===== src/rtl/conv_anchor_ctrl.sv =====
// Convolution anchor sequencer: walks the output grid one window at a time,
// steps the kernel anchor, waits for the MAC result and hands it downstream.
//
// Ports:
//   clk, reset        clock, async active-high reset
//   start             begin a layer (honoured only while idle)
//   abort             cancel the layer, back to idle next cycle
//   mac_valid         mac_result for the current window is ready
//   mac_result        MAC result word
//   result_ready      downstream accepts result_data/result_addr
//   conv_en           window-buffer enable (low clears the buffer)
//   archor_2D         window row anchor
//   archor_1D         window column anchor
//   result_valid      result_data/result_addr valid
//   result_data       captured MAC result
//   result_addr       linear output index row*result_length+col
//   busy              layer in progress
//   done              one-cycle completion pulse

module conv_anchor_ctrl #(
  parameter int data_width    = 16,
  parameter int image_length  = 4,
  parameter int image_width   = 4,
  parameter int weight_length = 3,
  parameter int weight_width  = 3,
  parameter int stride        = 1,
  parameter int result_length = 2,
  parameter int result_width  = 2
) (
  input  logic                  clk,
  input  logic                  reset,
  input  logic                  start,
  input  logic                  abort,
  input  logic                  mac_valid,
  input  logic [data_width-1:0] mac_result,
  input  logic                  result_ready,
  output logic                  conv_en,
  output logic [data_width-1:0] archor_2D,
  output logic [data_width-1:0] archor_1D,
  output logic                  result_valid,
  output logic [data_width-1:0] result_data,
  output logic [15:0]           result_addr,
  output logic                  busy,
  output logic                  done
);

  typedef enum logic [2:0] {
    S_IDLE,
    S_LOAD,
    S_WAIT,
    S_EMIT,
    S_NEXT,
    S_DONE
  } state_t;

  // Largest anchor that still keeps the kernel inside the image.
  localparam int RowMax =
    (image_width > weight_width) ? image_width - weight_width : 0;
  localparam int ColMax =
    (image_length > weight_length) ? image_length - weight_length : 0;

  localparam logic [15:0] LastRow = 16'(result_width - 1);
  localparam logic [15:0] LastCol = 16'(result_length - 1);

  state_t state_q, state_d;

  logic [15:0]           row_q, row_d;
  logic [15:0]           col_q, col_d;
  logic                  conv_en_q, conv_en_d;
  logic [data_width-1:0] a2d_q, a2d_d;
  logic [data_width-1:0] a1d_q, a1d_d;
  logic                  rvalid_q, rvalid_d;
  logic [data_width-1:0] rdata_q, rdata_d;
  logic [15:0]           raddr_q, raddr_d;
  logic                  busy_q, busy_d;
  logic                  done_q, done_d;

  // Anchor = index*stride, saturated at the image edge so a
  // mis-sized parameter set can never address outside the image.
  function automatic logic [data_width-1:0] anchor(
    input logic [15:0] idx,
    input int          lim
  );
    logic [31:0] p;
    p = 32'(idx) * 32'(stride);
    if (p > 32'(lim)) begin
      p = 32'(lim);
    end
    return data_width'(p);
  endfunction

  always_comb begin
    state_d   = state_q;
    row_d     = row_q;
    col_d     = col_q;
    conv_en_d = 1'b0;
    a2d_d     = a2d_q;
    a1d_d     = a1d_q;
    rvalid_d  = 1'b0;
    rdata_d   = rdata_q;
    raddr_d   = raddr_q;
    busy_d    = 1'b0;
    done_d    = 1'b0;

    // Outputs are registered, so each branch drives the values
    // belonging to the state being entered.
    if (abort && state_q != S_IDLE) begin
      state_d = S_IDLE;
      row_d   = '0;
      col_d   = '0;
      a2d_d   = '0;
      a1d_d   = '0;
    end else begin
      unique case (state_q)
        S_IDLE: begin
          if (start) begin
            state_d   = S_LOAD;
            row_d     = '0;
            col_d     = '0;
            conv_en_d = 1'b1;
            busy_d    = 1'b1;
            a2d_d     = '0;
            a1d_d     = '0;
          end
        end
        S_LOAD: begin
          state_d   = S_WAIT;
          conv_en_d = 1'b1;
          busy_d    = 1'b1;
        end
        S_WAIT: begin
          busy_d = 1'b1;
          if (mac_valid) begin
            state_d  = S_EMIT;
            rvalid_d = 1'b1;
            rdata_d  = mac_result;
            raddr_d  = 16'(32'(row_q) * 32'(result_length)
                         + 32'(col_q));
          end else begin
            conv_en_d = 1'b1;
          end
        end
        S_EMIT: begin
          busy_d = 1'b1;
          if (result_ready) begin
            state_d = S_NEXT;
          end else begin
            rvalid_d = 1'b1;
          end
        end
        S_NEXT: begin
          if (row_q == LastRow && col_q == LastCol) begin
            state_d = S_DONE;
            done_d  = 1'b1;
            row_d   = '0;
            col_d   = '0;
          end else begin
            if (col_q == LastCol) begin
              col_d = '0;
              row_d = row_q + 16'd1;
            end else begin
              col_d = col_q + 16'd1;
            end
            state_d   = S_LOAD;
            conv_en_d = 1'b1;
            busy_d    = 1'b1;
            a2d_d     = anchor(row_d, RowMax);
            a1d_d     = anchor(col_d, ColMax);
          end
        end
        S_DONE: begin
          state_d = S_IDLE;
        end
        default: begin
          state_d = S_IDLE;
        end
      endcase
    end
  end

  always_ff @(posedge clk or posedge reset) begin
    if (reset) begin
      state_q   <= S_IDLE;
      row_q     <= '0;
      col_q     <= '0;
      conv_en_q <= 1'b0;
      a2d_q     <= '0;
      a1d_q     <= '0;
      rvalid_q  <= 1'b0;
      rdata_q   <= '0;
      raddr_q   <= '0;
      busy_q    <= 1'b0;
      done_q    <= 1'b0;
    end else begin
      state_q   <= state_d;
      row_q     <= row_d;
      col_q     <= col_d;
      conv_en_q <= conv_en_d;
      a2d_q     <= a2d_d;
      a1d_q     <= a1d_d;
      rvalid_q  <= rvalid_d;
      rdata_q   <= rdata_d;
      raddr_q   <= raddr_d;
      busy_q    <= busy_d;
      done_q    <= done_d;
    end
  end

  assign conv_en      = conv_en_q;
  assign archor_2D    = a2d_q;
  assign archor_1D    = a1d_q;
  assign result_valid = rvalid_q;
  assign result_data  = rdata_q;
  assign result_addr  = raddr_q;
  assign busy         = busy_q;
  assign done         = done_q;

endmodule


===== config.mk =====
export PLATFORM = sky130hd
export DESIGN_NAME = conv_anchor_ctrl
export DESIGN_NICKNAME = d
export VERILOG_FILES = /design/src/rtl/conv_anchor_ctrl.sv
export SDC_FILE = /design/constraint.sdc
export NUM_CORES = 1
export LEC_CHECK = 0
export CAP_MARGIN = 30
export CORE_AREA = 2 2 109 111
export CTS_CLUSTER_SIZE = 20
export DETAILED_ROUTE_END_ITERATION = 16
export DIE_AREA = 0 0 111 113
export PLACE_DENSITY = 0.86
export SYNTH_ARGS = -nofsm -noshare
export SYNTH_HDL_FRONTEND = slang
export SYNTH_SLANG_ARGS = --single-unit
export TNS_END_PERCENT = 30

===== constraint.sdc =====
create_clock -name clk -period 3.3 [get_ports clk]
set_input_delay 0.66 -clock clk [delete_from_list [all_inputs] [get_ports clk]]
set_output_delay 0.66 -clock clk [all_outputs]
set_load 0.05 [all_outputs]

== Word level (Yosys, flattened, before mapping) ==
Index checks and enable logic that the tools add are counted.

* Register bits after elaboration: 103
* Bits of input ports: 22
* Output and inout bits: 68
* Word-level logic and storage cells: 80

* Add/sub/neg operators: 3
* $lt $le $gt $ge: 2
* Equality and inequality tests: 10
* Muxes and demuxes: 43
* Bitwise operators: 1
* Reductions and logical operators: 10

{| class="wikitable"
|+ Operators with widths
! kind !! count
|-
| 2-to-1 mux 16 bit || 19
|-
| case mux 16 bit (2 select lines) || 4
|-
| adder 16 x 1 -> 16 bit (second input constant) || 2
|-
| equality test 16 x 1 -> 1 bit (second input constant) || 2
|-
| > comparator 16 x 1 -> 1 bit (second input constant) || 2
|-
| adder 16 bit || 1
|-
| 2-to-1 mux 3 bit || 5
|-
| case mux 3 bit (5 select lines) || 1
|-
| inequality test 3 bit (second input constant) || 4
|-
| 2-to-1 mux 1 bit || 11
|-
| AND reduction 3 bit || 3
|-
| equality test 3 x 2 -> 1 bit (second input constant) || 2
|-
| nonzero test 3 bit || 2
|-
| case mux 1 bit (4 select lines) || 1
|-
| equality test 3 x 1 -> 1 bit (second input constant) || 1
|-
| equality test 3 bit (second input constant) || 1
|-
| logical NOT 3 bit || 1
|-
| case mux 1 bit (3 select lines) || 1
|-
| OR reduction 3 bit || 1
|-
| logical AND 1 bit || 2
|-
| case mux 1 bit (2 select lines) || 1
|-
| AND reduction 2 bit || 1
|-
| inverter 1 bit || 1
|}

== Depth between registers and ports, before layout ==
* Word-level depth: 10
* Mapped depth: 10
* Mapped depth without buffers: 10

== Worst setup path before layout ==
No wires, ideal clock.

* Path kind: register to register
* Start: reg col_q[15]
* End: reg a2d_q[0] (netlist: archor_2D[0])
* Library setup time: 0.129 ns
* Arrival time: 2.332 ns
* Data required time: 3.171 ns
* Path slack: 0.838 ns
* Cell stages (with the launch flop): 9
* Buffers on the path: 1
* Clock period less this slack: 2.462 ns
* Cell sequence: dfrtp_1 > or4_1 > buf_6 > or3_4 > nor4_4 > nand3_1 > a211oi_2 > a31o_1 > nand3_1

* Word-level cells in the longest chain between the ends: 10
* Elaborated cells on any way between the ends: 13
* Those cells by class: 1 x order compare; 2 x eq/ne; 8 x mux; 2 x reduce/logical

{| class="wikitable"
|+ Ends and longest elaborated chain
! what !! RTL line !! RTL
|-
| from (decl) || 68 || <nowiki>logic [15:0] col_q, col_d;</nowiki>
|-
| from (signal assigned) || 197 || <nowiki>col_q <= col_d;</nowiki>
|-
| equality test 16 x 1 -> 1 bit (*) || 152, 158 ||
|-
| 2-to-1 mux 16 bit || 158 || <nowiki>if (col_q == LastCol) begin</nowiki>
|-
| 2-to-1 mux 16 bit || 152 || <nowiki>if (row_q == LastRow && col_q == LastCol) begin</nowiki>
|-
| 2-to-1 mux 16 bit || 114 || <nowiki>unique case (state_q)</nowiki>
|-
| 2-to-1 mux 16 bit || 107 || <nowiki>if (abort && state_q != S_IDLE) begin</nowiki>
|-
| > comparator 16 x 1 -> 1 bit || 86 || <nowiki>if (p > 32'(lim)) begin</nowiki>
|-
| 2-to-1 mux 16 bit || 86 ||
|-
| 2-to-1 mux 16 bit || 152 ||
|-
| case mux 16 bit (2 select lines) || 114 ||
|-
| 2-to-1 mux 16 bit || 107 ||
|-
| to (signal assigned) || 187 || <nowiki>a2d_q <= '0;</nowiki>
|-
| to (signal assigned) || 199 || <nowiki>a2d_q <= a2d_d;</nowiki>
|-
| to (decl) || 70 || <nowiki>logic [data_width-1:0] a2d_q, a2d_d;</nowiki>
|}

Every way passes the cells marked *; elsewhere a longest branch is shown, timed or not. The select of a mux whose other input is x is not followed.
A chain may end at the register's enable or synchronous reset.

== Final worst setup path ==
Same ends and word-level chain as after synthesis.

==> reports/results.ini <==
[synth]
synth_cell_types = 64
seq_area_frac_synth = 0.474
synth_edf_count = 0
yosys_warnings = 0
synth-seq-cells = 103
syn_area_um2 = 5440
syn-num-nets = 596
synth_ff_type = dfrtp_1
avgSynthCellArea_um2 = 9.80
synth_cells = 555
async_flop_share = 1.00

[cts]
cts_tree = yes
insertion_delay_ps = 350
cts-root-buf = clkbuf_16
postCtsSetupRepairBufs = 0
htreeDepth = 3
clock_path_buffers = 2
ctsResizeCount = 0
cts_buffers = 9
clock_sinks = 103
ctsHoldBuffers = 0
clk_pin_slew_ps = 80

[detailed_routing]
drt_first_iter_violations = 378
drc_errors = 0
wirelength_mm = 13.0
wl_per_cell_um = 16.5
drtPass1Iterations = 5
vias_per_cell = 5.84
vias = 4600
ant_nets = 0

[final_layout]
layout_common_cells = dfrtp_1 (103), clkdlybuf4s50_1 (89), o21ai_0 (66)
drive_above_1_share = 0.0994
syn_to_final_growth_pct = 24.8
final_area_um2 = 6790
final_common_cell = dfrtp_1
insertedDiodeCount = 0
finalNetCount = 680

[pwr]
p_per_area_nw_per_um2 = 516
power_frac_comb = 0.266
p_leak_nw = 2.98
p_switching_w = 0.00120
swShare = 0.342
p_int_w = 0.00230
ir_drop_mv = 0.456
p_clk_frac = 0.320
power.share.sequential = 0.414

[setup_path]
path_cells = or4_1 -> or3_4 -> nor2_2 -> mux2i_1 -> a211oi_2 -> a31o_1 -> nand3_1
critPathKind = reg -> reg
cp_num_buf_inv = 0
endpoint_kind = register
crit_family = simple AND/OR/NAND/NOR gates
critPathMaxStageDelay_ps = 710
required_ps = 3530
crit_path_start_kind = register
crit_fanout = 8
worst_path_max_delay_cell = or4_1
critical_path_arrival_ps = 3030

[sta]
clock_skew_ps = 10.4
grt_setup_unrepaired = false
max_freq_mhz = 356
report.final.slew_viol_count = 0
fin_crit_ps = 2810
slew_headroom = 0.448
worst_pin_slew_ps = 826
fin_setup_tns_ps = 0
setup_viol = 0
timing_hold_violations_final = 0
fin_crit_sh = 0.850

[global_routing]
grt_overflow = 0
grt_max_degree = 50
grtUsageTotal = 0.211
antenna_found_initial = 0
grt_pass1_vias = 4485
grt_pass1_wl_mm = 21.9

[outcome]
status = finished clean

[placement]
io_buffers = 89
routabilityCongestion = 0.930
dp_hpwl_mm = 8.99
placed_area_um2 = 6470

[die]
num_rows = 39
core_area_um2 = 11300
start_util = 0.482
dieArea_um2 = 12500
die_w_um = 111
io_pins = 90
die_y_um = 113

[hold_path]
hold_class = reg -> reg

[flow_run]
cap_viol_max_count = 0

[path summary, 6_finish.rpt]
check,startpoint,end,slack (ps),cells after the start
setup reg to reg,col_q[15],archor_2D[0],490,7
max in group asynchronous,reset,archor_1D[9],1850,3
hold reg to reg,result_addr[6],result_addr[6],480,2
setup / recovery,col_q[15],archor_2D[0],490,7
min in group asynchronous,reset,result_data[7],690,2
hold / removal,result_addr[6],result_addr[6],480,2
[area by class of cell]
cell class,instances,area (um2)
Fill cell,894,4490
Multi-Input combinational cell,420,2730
Sequential cell,103,2580
Timing Repair Buffer,95,948
Clock buffer,9,225
Tap cell,143,179
Clock inverter,7,86.3
Inverter,10,41.3
[power groups by stage]
stage	clock, W	combinational [W]	sequential (W)
after floorplan	0	0.000239	0.00184
after global placement	0	0.000916	0.00146
after detailed placement	0	0.000935	0.00147
after CTS	0.00114	0.000941	0.00145
after global routing	0.00118	0.000974	0.00146
final	0.00112	0.000933	0.00145
[flip-flops by register name, summed over array words and instances, names as in the netlist]
name          count
col_q            16
conv_en           1
result_valid      1
busy              1
archor_1D        16
archor_2D        16
result_data      16
result_addr      16
row_q            16
done              1
state_q           3
[layer usage]
layer  part of all wire  wire, um  up-vias  GRT usage
li1                   -         -     2166          -
met5                  0         0        -          0
met1               0.43      5510     2220      0.273
met3              0.055       717       33     0.0327
met4              0.019       245        0     0.0633
met2               0.50      6480      181      0.371
[tightest hold or removal path, stage by stage (launching register included)]
cell and delay (ps):
dfrtp_1 340, nand2_1 50, o21ai_0 60
[cells in the mapped netlist, types with 2 or more instances]
master | n | area [um2]
nand2b_1 | 6 | 37.5
xor2_1 | 11 | 96.3
dfrtp_1 | 103 | 2580
clkbuf_1 | 15 | 56.3
mux2i_1 | 5 | 50.1
or4_1 | 2 | 15.0
nor3b_1 | 3 | 22.5
a211o_1 | 2 | 17.5
or2_2 | 3 | 18.8
mux2_2 | 19 | 214
ha_1 | 18 | 225
buf_2 | 3 | 15.0
nor2_2 | 2 | 12.5
and2_2 | 2 | 15.0
nor3_1 | 10 | 50.1
o41ai_1 | 4 | 35.0
a21o_1 | 8 | 60.1
nor2b_1 | 32 | 200
nand3_1 | 25 | 125
or3_2 | 3 | 22.5
a211oi_1 | 3 | 22.5
and3_1 | 9 | 56.3
inv_1 | 10 | 37.5
or3_1 | 6 | 37.5
a31oi_1 | 5 | 31.3
and2_1 | 6 | 37.5
nand4_1 | 6 | 37.5
nor2_1 | 30 | 113
o211ai_1 | 2 | 15.0
nor4b_1 | 2 | 17.5
o31ai_1 | 12 | 90.1
o21bai_1 | 3 | 22.5
xnor2_1 | 6 | 52.6
nor4_4 | 2 | 42.5
nand2_1 | 53 | 199
o21ai_0 | 66 | 330
and4_1 | 6 | 52.6
a21oi_1 | 25 | 125
buf_6 | 2 | 22.5
[metrics by stage]
stage                util  setup WS [ps]  power [W]  hold slack [ps]  cells
detailed placement  0.574            511    0.00241              467    771
finish              0.602            494    0.00350              483    787
global placement    0.574            610    0.00238              458    771
global route        0.602            353    0.00362              495    787
CTS                 0.602            545    0.00353              484    787
floorplan               -            838    0.00208              499    555
[cells by family after synthesis]
family,count (synthesis),share of synthesized area
buffers and inverters,32,0.0269
flip-flops,103,0.474
XOR/XNOR,17,0.0274
multiplexers,24,0.0486
AO/OA/AOI/OAI,144,0.159
AND/OR/NAND/NOR,216,0.218
adder cells (fa/ha/maj),19,0.0451
Note: power is estimated with default switching activity, not from simulation.
